## src/rtl/chan_pkg.sv

```systemverilog
// Shared types for the byte-wide channel arbiter.
//   byte_t      : one channel beat of payload
//   arb_state_t : arbiter control state (IDLE waits for a request, XFER moves one packet)
package chan_pkg;

    typedef logic [7:0] byte_t;

    typedef enum logic {IDLE, XFER} arb_state_t;

endpackage

```

## src/rtl/chan_if.sv

```systemverilog
// Byte-wide streaming channel bundle.
//   data  : payload byte (chan_pkg::byte_t)
//   valid : beat present
//   ready : consumer accepts the beat
//   last  : beat closes the packet
// Modports: src drives data/valid/last, snk drives ready.
interface chan_if;
    import chan_pkg::*;

    byte_t data;
    logic  valid;
    logic  ready;
    logic  last;

    modport src (output data, output valid, output last, input ready);
    modport snk (input data, input valid, input last, output ready);

endinterface

```

## src/rtl/chan_share_arbiter_rr_pick.sv

```systemverilog
// Round-robin picker, purely combinational.
//   req_i   : request vector
//   last_i  : index of the previous owner; search starts just above it and wraps
//   pick_o  : one-hot winner (zero when no request)
//   idx_o   : index of the winner
//   found_o : at least one request present
module rr_pick #(
    parameter int unsigned NREQ = 4,
    parameter int unsigned IDXW = 2
) (
    input  logic [NREQ-1:0] req_i,
    input  logic [IDXW-1:0] last_i,
    output logic [NREQ-1:0] pick_o,
    output logic [IDXW-1:0] idx_o,
    output logic            found_o
);

    always_comb begin
        int unsigned j;
        j       = 0;
        pick_o  = '0;
        idx_o   = '0;
        found_o = 1'b0;
        // k runs 1..NREQ so the previous owner is visited last.
        for (int unsigned k = 1; k <= NREQ; k++) begin
            j = (int'(last_i) + k) % NREQ;
            if (!found_o && req_i[IDXW'(j)]) begin
                found_o            = 1'b1;
                idx_o              = IDXW'(j);
                pick_o[IDXW'(j)]   = 1'b1;
            end
        end
    end

endmodule

```

## src/rtl/chan_share_arbiter.sv

```systemverilog
// Packet-granular round-robin arbiter sharing one byte channel among NREQ producers.
//   clk, rst_n      : clock and synchronous active-low reset
//   req_valid/data/last, req_ready : per-requester streams (requester i at data[8i+7:8i])
//   out_valid/data/last, out_ready : shared downstream channel
//   grant           : one-hot current owner, zero while idle
//   overrun         : sticky, set when a packet is cut at MAX_BEATS beats
module chan_share_arbiter
    import chan_pkg::*;
#(
    parameter int unsigned NREQ      = 4,
    parameter int unsigned MAX_BEATS = 16
) (
    input  logic              clk,
    input  logic              rst_n,
    input  logic [NREQ-1:0]   req_valid,
    input  logic [NREQ*8-1:0] req_data,
    input  logic [NREQ-1:0]   req_last,
    output logic [NREQ-1:0]   req_ready,
    output logic              out_valid,
    output byte_t             out_data,
    output logic              out_last,
    input  logic              out_ready,
    output logic [NREQ-1:0]   grant,
    output logic              overrun
);

    localparam int unsigned IDXW     = (NREQ > 1) ? $clog2(NREQ) : 1;
    localparam logic [7:0]  LastBeat = 8'(MAX_BEATS - 1);

    arb_state_t      state_q, state_d;
    logic [NREQ-1:0] grant_q, grant_d;
    logic [IDXW-1:0] owner_q, owner_d;
    logic [7:0]      beat_cnt_q, beat_cnt_d;
    logic            overrun_q, overrun_d;

    logic [NREQ-1:0] pick;
    logic [IDXW-1:0] pick_idx;
    logic            pick_found;
    logic            handshake;

    chan_if out_ch ();

    rr_pick #(
        .NREQ (NREQ),
        .IDXW (IDXW)
    ) u_pick (
        .req_i   (req_valid),
        .last_i  (owner_q),
        .pick_o  (pick),
        .idx_o   (pick_idx),
        .found_o (pick_found)
    );

    assign out_ch.ready = out_ready;

    // Owner's stream is passed straight through while a packet is in flight.
    always_comb begin
        out_ch.valid = 1'b0;
        out_ch.data  = '0;
        out_ch.last  = 1'b0;
        req_ready    = '0;
        if (state_q == XFER) begin
            out_ch.valid       = req_valid[owner_q];
            out_ch.data        = req_data[{owner_q, 3'b000} +: 8];
            out_ch.last        = req_last[owner_q] || (beat_cnt_q == LastBeat);
            req_ready[owner_q] = out_ch.ready;
        end
    end

    assign handshake = out_ch.valid && out_ch.ready;

    always_comb begin
        state_d    = state_q;
        grant_d    = grant_q;
        owner_d    = owner_q;
        beat_cnt_d = beat_cnt_q;
        overrun_d  = overrun_q;
        unique case (state_q)
            IDLE: begin
                if (pick_found) begin
                    grant_d = pick;
                    owner_d = pick_idx;
                    state_d = XFER;
                end
            end
            XFER: begin
                if (handshake) begin
                    if (out_ch.last) begin
                        beat_cnt_d = '0;
                        grant_d    = '0;
                        state_d    = IDLE;
                        // Cut by the beat limit rather than by the producer's marker.
                        if (!req_last[owner_q]) begin
                            overrun_d = 1'b1;
                        end
                    end else begin
                        beat_cnt_d = beat_cnt_q + 8'd1;
                    end
                end
            end
            default: state_d = IDLE;
        endcase
    end

    always_ff @(posedge clk) begin
        if (!rst_n) begin
            state_q    <= IDLE;
            grant_q    <= '0;
            owner_q    <= IDXW'(NREQ - 1);
            beat_cnt_q <= '0;
            overrun_q  <= 1'b0;
        end else begin
            state_q    <= state_d;
            grant_q    <= grant_d;
            owner_q    <= owner_d;
            beat_cnt_q <= beat_cnt_d;
            overrun_q  <= overrun_d;
        end
    end

    assign out_valid = out_ch.valid;
    assign out_data  = out_ch.data;
    assign out_last  = out_ch.last;
    assign grant     = grant_q;
    assign overrun   = overrun_q;

endmodule
```

## config.mk

```make
export PLATFORM = sky130hd
export DESIGN_NAME = chan_share_arbiter
export DESIGN_NICKNAME = d
export VERILOG_FILES = /design/src/rtl/chan_pkg.sv /design/src/rtl/chan_if.sv /design/src/rtl/chan_share_arbiter_rr_pick.sv /design/src/rtl/chan_share_arbiter.sv
export SDC_FILE = /design/constraint.sdc
export NUM_CORES = 1
export LEC_CHECK = 0
export ABC_AREA = 1
export BUFFER_PORTS_ARGS = -buffer_cell sky130_fd_sc_hd__buf_4
export CORE_MARGIN = 10
export CORE_UTILIZATION = 45
export DETAILED_ROUTE_END_ITERATION = 12
export MAX_ROUTING_LAYER = met4
export PLACE_DENSITY = 0.74
export SLEW_MARGIN = 20
export SYNTH_ARGS = -nofsm -noshare
export SYNTH_HDL_FRONTEND = slang
export SYNTH_SLANG_ARGS = --single-unit
export TNS_END_PERCENT = 100
```

## constraint.sdc

```tcl
create_clock -name clk -period 4.3 [get_ports clk]
set_input_delay 0.86 -clock clk [delete_from_list [all_inputs] [get_ports clk]]
set_output_delay 0.86 -clock clk [all_outputs]
set_load 0.005 [all_outputs]
```

### After elaboration in Yosys (flattened, before gate mapping)

Index checks and enable logic that the tools add are counted.

* add/sub/neg operators: 5
* $lt $le $gt $ge: 10
* equal/unequal tests: 4
* shifts and indexed selects: 1
* muxes and demuxes: 47
* bitwise logic cells: 6
* reduce and logical (&&, ||, !) cells: 17

Operators by type and width (number)
* 2-to-1 mux 4 bit: 8
* variable part select 32 x 6 -> 8 bit: 1
* 2-to-1 mux 1 bit: 20
* 2-to-1 mux 8 bit: 2
* < comparator 2 x 3 -> 1 bit, second input constant: 5
* binary-select mux 1 bit (select 2 bit): 6
* bitwise OR 4 bit: 3
* demux 1 bit (select 2 bit): 5
* >= comparator 2 x 1 -> 1 bit, second input constant: 5
* logical AND 1 bit: 9
* adder 8 x 1 -> 8 bit, second input constant: 1
* == test 8 x 4 -> 1 bit, second input constant: 1
* 2-to-1 mux 2 bit: 4
* one-hot mux 4 bit (2 select lines): 1
* adder 2 x 1 -> 2 bit, second input constant: 2
* adder 2 bit, second input constant: 2
* bitwise AND 4 bit: 1
* inequality test 2 bit, second input constant: 2
* AND reduction 2 bit: 2
* AND reduction 4 bit: 1
* logical NOT 1 bit: 3
* AND reduction 3 bit: 1
* inequality test 2 x 1 -> 1 bit, second input constant: 1
* NOT 1 bit: 2
* 2 further kinds: 2

* bits in registers: 16
* logic and storage cells: 95

### Longest topological paths before layout

* depth in word-level cells: 15
* mapped depth: 13

### Cells and area by module

Synthesis repeated with hierarchy kept, for this count alone.

* cells, all modules: 269
* area total of the unflattened synthesis: 1729.2 um2

Modules (own cells, without submodules)
* chan_share_arbiter: instances 1, cells each 188, area each 1193.6 um2, sequential area each 320.3 um2
* rr_pick: instances 1, cells each 81, area each 535.5 um2, sequential area each 0.0 um2

### Worst setup path before layout

OpenSTA, ideal clock, no wires.

* path type: register to output
* start: register owner_q[0]
* end: output port req_ready[0]
* data arrival time: 1453 ps
* path slack: 1987 ps
* stages on the path, launching flop included: 7
* buffers on the path: 2
* cells stage by stage: dfxtp_1 -> inv_2 -> clkbuf_1 -> clkbuf_1 -> ha_1 -> inv_1 -> nor2_1

* cells in the longest elaborated chain, start to end: 6
* elaborated cells between the ends (all ways): 7

RTL lines
* start, declared: line chan_share_arbiter.sv:32 `logic [IDXW-1:0] owner_q, owner_d;`
* start signal, assigned: line chan_share_arbiter.sv:109 `owner_q <= IDXW'(NREQ - 1);`
* start signal, assigned: line chan_share_arbiter.sv:115 `owner_q <= owner_d;`
* < comparator 2 x 3 -> 1 bit (implied by the code) / >= comparator 2 x 1 -> 1 bit (equally long branches): line chan_share_arbiter.sv:66 `req_ready[owner_q] = out_ch.ready;`
* logical AND 1 bit (implied by the code): line chan_share_arbiter.sv:66
* 2-to-1 mux 1 bit (implied by the code): line chan_share_arbiter.sv:66
* demux 1 bit (select 2 bit) *: line chan_share_arbiter.sv:66
* bitwise AND 4 bit (no line) *
* 2-to-1 mux 4 bit *: line chan_share_arbiter.sv:62 `if (state_q == XFER) begin`
* end, declared: line chan_share_arbiter.sv:18 `output logic [NREQ-1:0] req_ready,`

Every way passes the cells marked *; elsewhere a longest branch is shown, timed or not.

### Worst setup path in the final report

* start: register owner_q[1]
* end: output port out_last

* cells in the longest elaborated chain, start to end: 4

RTL lines
* binary-select mux 1 bit (select 2 bit): line chan_share_arbiter.sv:65 `out_ch.last = req_last[owner_q] || (beat_cnt_q == LastBeat);`
* 2-to-1 mux 1 bit (implied by the code): line chan_share_arbiter.sv:65
* logical OR 1 bit: line chan_share_arbiter.sv:65
* 2-to-1 mux 1 bit: line chan_share_arbiter.sv:62
* end, declared: line chan_share_arbiter.sv:21 `output logic out_last,`

Every way passes these cells. The select of a mux whose other input is x is not followed.

==> summary.md <==
| Metric | Value |
|---|---|
| Routed WL | `4410 µm` |
| Largest net degree at the start of global routing | `29` |
| P per Cell Area | `516 nW/µm²` |
| Leakage Power | `0.926 nW` |
| Slew headroom | `59.0%` |
| Yosys cell types | `25` |
| Final worst setup slack | `1230 ps` |
| Highest fanout seen on the critical path | `18` |
| Post-route ant nets | `0` |
| Final #Nets | `356` |
| Number of global-route vias before repair | `1639` |
| Commonest non-fill, non-tap cell in the layout | `buf_4` |
| CTS buffer count | `3` |
| Total DRC errors in the routed layout | `0` |
| Layout cells sized above 1 | `24.5%` |
| Post-synth EDFFs | `0` |
| Diodes inserted | `0` |
| Max_cap viols | `0` |
| Period utilization | `71.4%` |
| Design Area, Final | `1930 µm²` |
| Grt ovf | `0` |
| Row Count | `20` |
| Cells along the critical path | `inv_1 > nand3_1 > nand2_1 > o21ai_0 > nand2_1 > inv_1 > buf_4` |
| Post-CTS setup buffer count | `0` |
| Hold-fix buffers at CTS | `0` |
| First-pass GRT wire length | `7330 µm` |
| Worst VDD drop | `0.261 mV` |
| Setup TNS | `0 ps` |
| Area grow syn2layout | `34.3%` |
| Post-synthesis cell count | `246` |
| Synthesized cell area | `1440 µm²` |
| H-tree Lvls | `1` |
| Fin. max-slew vios | `0` |
| Ports | `62` |
| Total Routing Usage GR | `15.0%` |
| DIE AREA | `5850 µm²` |
| Status | `finished clean` |
| CTS tree | `built` |
| Storage cell area | `320 µm²` |
| Root Buffer | `clkbuf_4` |
| Largest stage delay on the critical path | `720 ps` |
| Number of DRC markers in iteration 0 | `71` |
| Fmax | `326 MHz` |
| Core Footprint | `3050 µm²` |
| Clock buffer depth | `2` |
| Die span in y | `76.5 µm` |
| CP Class | `reg2out` |
| Final Hold Viols | `0` |
| Worst setup SP type | `register` |
| Final setup vio count | `0` |
| Clock latency at the later pin of the worst-skew pair | `290 ps` |
| Mapped Avg Cell Area | `5.84 µm²` |
| Multi-input logic area | `980 µm²` |
| Fillers | `351` |
| Buffers on Ports | `61` |
| Worst-Margin Slew | `614 ps` |
| Slowest CP cell | `dfxtp_1` |
| Layout Skew | `1.53 ps` |
| Crit. End Element | `primary output` |
| Pre-CTS setup slack | `1480 ps` |
| HP Class | `reg2reg` |
| Post-Place Cell Area | `1910 µm²` |
| Most used DFF post-synth | `dfxtp_1` |
| Initial Util | `47.0%` |
| Ys async rst share | `0%` |
| Synth Warn # | `0` |
| Post-DR vias/cell | `5.01` |
| Pre-Repair DR Iteration Count | `4` |
| Initial antenna violation count | `0` |
| CP required | `3440 ps` |
| Min cycle time layout | `3070 ps` |
| Die width | `76.5 µm` |
| CTS clock-pin slew for the worst setup and hold paths | `80 ps` |
| GP Congestion | `0.909` |
| Post-synthesis register bit count | `16` |
| Clock sink total | `16` |
| Post-cts repair resize count | `0` |
| RSZ-0062 raised after global routing | `no` |
| Mapped Nets | `298` |
| Leading cell types in the layout, fill and taps excluded | `buf_4, nand2_1, nor2_1` |
| Via count of the routed design | `1734` |
| Sequential area share after synthesis | `22.3%` |
| DP Wirelength | `3560 µm` |
| CP arrival | `2210 ps` |
| DR WL/cell | `12.7 µm` |
sequential cells by signal, summed over array words and instances (netlist names):
register and count:
owner_q 2, overrun 1, state_q 1, beat_cnt_q 8, grant 4
per-layer routing:
metal  up-vias  global-route usage [%]  wire length [µm]
li1        924                       -                 -
met5         -                       -                 0
met3         7                    1.89               127
met1       770                    16.1              1810
met2        33                    27.7              2410
met4         0                    4.46                63
path summary, 6_finish.rpt:
check / startpoint / endpoint / slack, ps / depth (start not counted)
hold / removal: beat_cnt_q[6]$_SDFFE_PN0P_ / beat_cnt_q[6]$_SDFFE_PN0P_ / 470 / 2
setup / recovery: owner_q[1]$_SDFFE_PN1P_ / out_last / 1230 / 7
hold reg to reg: beat_cnt_q[6]$_SDFFE_PN0P_ / beat_cnt_q[6]$_SDFFE_PN0P_ / 470 / 2
setup reg to reg: owner_q[1]$_SDFFE_PN1P_ / grant[3]$_SDFFE_PN0P_ / 1430 / 10
critical path, delay by kind of cell, from the launching register on:
kind,cells,cell delay (ps)
AOI/OAI and AO/OA,1,150
buffers and inverters,3,620
DFF,1,720
and+or+nand+nor,3,440
layout make-up:
cell class / count / area share [%]
multi-input combinational: 198 / 50.8
inverter: 23 / 4.47
tap: 44 / 2.85
sequential: 16 / 16.6
clock buffer: 3 / 1.17
timing repair buffer: 62 / 24.1
synthesized netlist by cell type, types with 2 or more instances:
cell type / count / area, µm²
a21oi_1: 29 / 145
buf_4: 2 / 15.0
clkbuf_1: 5 / 18.8
dfxtp_1: 16 / 320
ha_1: 9 / 113
inv_1: 21 / 78.8
nand2_1: 52 / 195
nand2_2: 2 / 12.5
nand3_1: 22 / 110
nand3_2: 2 / 20.0
nand4_1: 5 / 31.3
nor2_1: 45 / 169
nor2_2: 2 / 12.5
nor3_1: 5 / 25.0
nor3b_1: 2 / 15.0
o21ai_0: 18 / 90.1
logic make-up (layout without fill, tap and decap cells):
family / Yosys count / after routing / synth area share, %
simple gates: 138 / 138 / 41.9
compound gates: 51 / 51 / 18.5
buf+inv: 32 / 88 / 9.49
flops: 16 / 16 / 22.3
fa+ha+maj: 9 / 9 / 7.84
stage by stage:
stage	instances	hold slack [ps]	power, mW	util [%]
after floorplan	246	439	0.724	-
after global placement	343	449	0.915	62.5
after detailed placement	343	452	0.919	62.5
after CTS	346	465	0.997	63.2
after global routing	346	493	1.11	63.2
final	346	466	0.995	63.2
report_power, final:
part	total, mW	leakage (nW)	switching [mW]	internal [mW]
combinational	0.707	0.782	0.434	0.273
sequential	0.210	0.130	0.0325	0.177
clock	0.0778	0.0138	0.0452	0.0326
total	0.995	0.926	0.512	0.483
(Power assumes the default switching activity.)
